==> src/rtl/led_pkg.sv <==
// Shared definitions for the LED bank arbiter and related status muxes.
package led_pkg;

   typedef enum logic {
      IDLE  = 1'b0,
      GRANT = 1'b1
   } arb_state_e;

   localparam int                           LED_W_DEFAULT        = 8;
   localparam logic [LED_W_DEFAULT-1:0]     IDLE_PATTERN_DEFAULT = 8'h01;

endpackage

==> src/rtl/led_bank_arbiter_rr_pick.sv <==
// Combinational round-robin picker: first request above ptr (wrapping), with
// an exclude mask so the current owner can be skipped on handover.
module rr_pick #(
   parameter int NUM_REQ = 4,
   parameter int IDX_W   = $clog2(NUM_REQ)
) (
   input  logic [NUM_REQ-1:0] req,
   input  logic [IDX_W-1:0]   ptr,
   input  logic [NUM_REQ-1:0] exclude,
   output logic               valid,
   output logic [IDX_W-1:0]   winner
);

   logic [NUM_REQ-1:0] cand;
   logic [IDX_W-1:0]   idx;

   always_comb begin
      valid  = 1'b0;
      winner = '0;
      idx    = '0;
      cand   = req & ~exclude;
      // i runs 1..NUM_REQ so ptr itself is considered last
      for (int i = 1; i <= NUM_REQ; i++) begin
         idx = IDX_W'((int'(ptr) + i) % NUM_REQ);
         if (!valid && cand[idx]) begin
            valid  = 1'b1;
            winner = idx;
         end
      end
   end

endmodule

==> src/rtl/led_bank_arbiter.sv <==
// Round-robin owner of the board LED bank with a minimum dwell per grant so
// each status source stays readable; led_o is the registered owner pattern.
module led_bank_arbiter
   import led_pkg::*;
#(
   parameter int               NUM_REQ      = 4,
   parameter int               LED_W        = LED_W_DEFAULT,
   parameter int               DWELL_CYCLES = 25000000,
   parameter logic [LED_W-1:0] IDLE_PATTERN = LED_W'(IDLE_PATTERN_DEFAULT)
) (
   input  logic                     clk_25mhz,
   input  logic                     rst_n,
   input  logic [NUM_REQ-1:0]       req_i,
   input  logic [NUM_REQ*LED_W-1:0] pattern_i,
   output logic [NUM_REQ-1:0]       grant_o,
   output logic [LED_W-1:0]         led_o,
   output logic                     busy_o,
   output logic                     done_o
);

   localparam int               IDX_W    = $clog2(NUM_REQ);
   localparam int               CNT_W    = $clog2(DWELL_CYCLES);
   localparam logic [CNT_W-1:0] RELOAD   = CNT_W'(DWELL_CYCLES - 1);
   localparam logic [IDX_W-1:0] LAST_IDX = IDX_W'(NUM_REQ - 1);

   arb_state_e         state, state_next;
   logic [IDX_W-1:0]   ptr, ptr_next;       // last winner; is the owner while in GRANT
   logic [CNT_W-1:0]   cnt, cnt_next;
   logic [NUM_REQ-1:0] grant_next, exclude;
   logic [LED_W-1:0]   led_next;
   logic               done_next, owner_req, pick_valid;
   logic [IDX_W-1:0]   pick_idx;
   logic [LED_W-1:0]   pat [NUM_REQ];

   for (genvar k = 0; k < NUM_REQ; k++) begin : g_pat
      assign pat[k] = pattern_i[k*LED_W +: LED_W];
   end

   assign owner_req = req_i[ptr];
   assign exclude   = (state == GRANT && owner_req) ? (NUM_REQ'(1) << ptr) : '0;

   rr_pick #(
      .NUM_REQ (NUM_REQ),
      .IDX_W   (IDX_W)
   ) u_pick (
      .req     (req_i),
      .ptr     (ptr),
      .exclude (exclude),
      .valid   (pick_valid),
      .winner  (pick_idx)
   );

   always_comb begin
      state_next = state;
      ptr_next   = ptr;
      cnt_next   = cnt;
      grant_next = grant_o;
      done_next  = 1'b0;
      case (state)
         IDLE: begin
            if (pick_valid) begin
               state_next = GRANT;
               ptr_next   = pick_idx;
               cnt_next   = RELOAD;
               grant_next = NUM_REQ'(1) << pick_idx;
            end
         end
         GRANT: begin
            // Owner release wins over dwell expiry
            if (!owner_req) begin
               done_next = 1'b1;
               if (pick_valid) begin
                  ptr_next   = pick_idx;
                  cnt_next   = RELOAD;
                  grant_next = NUM_REQ'(1) << pick_idx;
               end else begin
                  state_next = IDLE;
                  grant_next = '0;
               end
            end else if (cnt == '0) begin
               cnt_next = RELOAD;
               if (pick_valid) begin
                  done_next  = 1'b1;
                  ptr_next   = pick_idx;
                  grant_next = NUM_REQ'(1) << pick_idx;
               end
            end else begin
               cnt_next = cnt - CNT_W'(1);
            end
         end
         default: state_next = IDLE;
      endcase
      led_next = (state == GRANT && state_next == GRANT) ? pat[ptr] : IDLE_PATTERN;
   end

   always_ff @(posedge clk_25mhz or negedge rst_n) begin
      if (!rst_n) begin
         state   <= IDLE;
         ptr     <= LAST_IDX;
         cnt     <= '0;
         grant_o <= '0;
         led_o   <= IDLE_PATTERN;
         done_o  <= 1'b0;
      end else begin
         state   <= state_next;
         ptr     <= ptr_next;
         cnt     <= cnt_next;
         grant_o <= grant_next;
         led_o   <= led_next;
         done_o  <= done_next;
      end
   end

   assign busy_o = (state == GRANT);

endmodule

==> config.mk <==
export PLATFORM = sky130hd
export DESIGN_NAME = led_bank_arbiter
export DESIGN_NICKNAME = d
export VERILOG_FILES = /design/src/rtl/led_pkg.sv /design/src/rtl/led_bank_arbiter_rr_pick.sv /design/src/rtl/led_bank_arbiter.sv
export SDC_FILE = /design/constraint.sdc
export NUM_CORES = 1
export LEC_CHECK = 0
export CAP_MARGIN = 25
export CORE_UTILIZATION = 35
export CTS_BUF_LIST = sky130_fd_sc_hd__clkbuf_2
export DETAILED_ROUTE_END_ITERATION = 10
export SLEW_MARGIN = 20
export SYNTH_ARGS = -nofsm -noshare
export SYNTH_HDL_FRONTEND = slang
export SYNTH_SLANG_ARGS = --single-unit
export TNS_END_PERCENT = 20
==> constraint.sdc <==
create_clock -name clk_25mhz -period 7.39 [get_ports clk_25mhz]
set_input_delay 1.478 -clock clk_25mhz [delete_from_list [all_inputs] [get_ports clk_25mhz]]
set_output_delay 1.478 -clock clk_25mhz [all_outputs]
set_load 0.005 [all_outputs]
==> metrics.txt <==
share of layout cells above drive strength 1=13.0%; Root Buffer=clkbuf_2; worst reg2reg endpoint=cnt[2]; H-tree depth=2; Clk Latency, worst-skew pair=0.40 ns; Layout Nets=373; RePlAce Congestion=0.829; maximum vdd drop=0.161 mV; Final Worst Setup Slack=3.61 ns; Seq/Total Area, Yosys=36.4%; TritonRoute pass-1 iters=4; placed cell count=424; clk sink count=41; pin count of the biggest net entering global routing=42; DP Wirelength=4.73 mm; Worst Hold Path EP=cnt[21]; initial cell density of the core=36.4%; drt via density=5.57; total die area=0.00844 mm^2; worst r2r src=ptr[0]; Pwr Total=1.00 mW; Hold Crit Start=cnt[21]; first-pass GRT wire length=10.9 mm; Hold Buf Count CTS=0; Setup Crit Path Kind=in -> reg; Leakage Power=1.21 nW; RSZ-0062 raised after global routing=no; Hold Path Stages=1; Arr. time, crit path=4.10 ns; worst slew pin tran=0.831 ns; startpoint types=input pin; Resized cells post-CTS=0; Post-Layout Cell Count=432; final cycle utilization of the critical path=51.2%; post-synth top area cell=dfrtp_1; max cap viols=0; synthesized flop and latch total=41; Worst-path clk slew=0.19 ns; final wirelength=6.53 mm; Mapped Area=0.00283 mm^2; share of the synthesized area in the top cell type=33.7%; final hold slack=0.503 ns; port bufs=51; fmax=264 MHz; # diodes=0; R2R setup slack=4.12 ns; Rows=32; count of flip-flops with a built-in enable after synthesis=0; Setup TNS Final=0 ns; CORE AREA=0.00777 mm^2; postcts setup bufs=0; initial antenna violation count=0; CP Max Fanout=25; post-synth cell types=72; Fin Clk Skew=0.0135 ns; minimum clock period=3.78 ns; grt ovf=0; Syn. warnings=0; post-place setup slack=3.11 ns; Main synth FF type=dfrtp_1; Die H=91.8 um; Max-slew headroom=44.4%; area grow syn2layout=19.4%; Detail Route Antenna Nets=0; vias in the first global route=2251; CTS buffer count=5; HP Class=reg -> reg; pwr dens=296 mW/mm^2; DRC Markers=0; cells after synthesis=290; WL/cell=15.1 um; Synth async-reset ratio=100%; worst r2r path cells=8; initial DRC count=140; Final Hold Viols=0; Die Span X=91.8 um; max-slew violations=0; CP Data Required Time=7.71 ns; syn_area_per_cell=9.74 um^2; top-count cell post-synth=dfrtp_1; Setup violations, final=0; Total Routing Usage GR=16.1%; TritonCTS clock tree=built; synth top area cells=dfrtp_1 (34%), mux4_2 (7.2%), o21ai_1 (3.5%), dfstp_2 (2.8%), o21ai_0 (2.5%); Post-synth top cells=dfrtp_1 (38), o21ai_1 (20), nor2_1 (18); outcome=complete, no violations; DR vias=2407; IO Pins=52; syn nets=333; CTS Buffer Depth=2; Crit. End Element=register
cells by family (layout without fill, tap and decap cells):
family	count (synthesis)	after routing	share of synthesized area, %
AND/OR/NAND/NOR	102	102	20.7
adder cells (fa/ha/maj)	5	5	2.21
AO/OA/AOI/OAI	99	99	25.8
flip-flops	41	41	36.4
multiplexers	12	12	8.28
buffers and inverters	31	71	6.60
how the worst max path moves through the flow:
stage | start | endpoint
floorplan | req_i[0] | grant_o[0]
finish | req_i[1] | cnt[2]
CTS | req_i[1] | cnt[23]
global route | req_i[1] | cnt[2]
global placement | req_i[1] | cnt[23]
detailed placement | req_i[1] | cnt[23]
report_power, final:
part | leakage (nW) | internal (mW) | switching (mW)
registers | 0.456 | 0.284 | 0.0815
logic | 0.724 | 0.276 | 0.267
clock network | 0.0265 | 0.0221 | 0.0690
total | 1.21 | 0.582 | 0.418
worst max-delay path, stage by stage:
cell             delay [ns]
clkdlybuf4s50_1        0.66
and4bb_2               0.28
a311oi_2               0.47
o31a_1                 0.24
and3_1                 0.44
inv_4                  0.20
o21a_1                 0.15
o22a_1                 0.19
flip-flops by register name, summed over array words and instances (netlist names):
| name | flops |
|---|---|
| led_o | 8 |
| done_o | 1 |
| grant_o | 4 |
| cnt | 25 |
| ptr | 2 |
| busy_o | 1 |
layout make-up:
type,instances,area (um^2)
Clock buffer,6,30.0
Clock inverter,1,3.75
Fill cell,781,4390
Inverter,12,47.5
Multi-Input combinational cell,218,1610
Sequential cell,41,1030
Tap cell,102,128
Timing Repair Buffer,52,526
per-stage QoR:
step | utilization (%) | cell area [um^2]
global placement | 42.7 | 3320
detailed placement | 42.7 | 3320
global route | 43.4 | 3370
finish | 43.4 | 3370
floorplan | - | 2830
CTS | 43.2 | 3350
per-layer routing:
layer / up-vias / share of wire (%) / track usage, %
met5: - / 0 / 0
met4: 0 / 1.1 / 4.30
met3: 7 / 6.1 / 2.90
met2: 71 / 45 / 24.6
met1: 1135 / 48 / 23.3
li1: 1194 / - / -
cells in the final DEF (no fill, tap or decap), drive strengths merged, types with 5 or more instances in the layout:
master / n
o21ai: 35
nor2: 18
or2: 5
nand3: 10
o31ai: 7
nor4: 7
nand2: 16
a21oi: 10
dfrtp: 38
inv: 12
mux4: 9
or3: 5
clkbuf: 6
nor3: 11
or4: 5
and3: 8
clkdlybuf4s50: 50
ha: 5
Note: power is estimated with default switching activity, not from simulation.
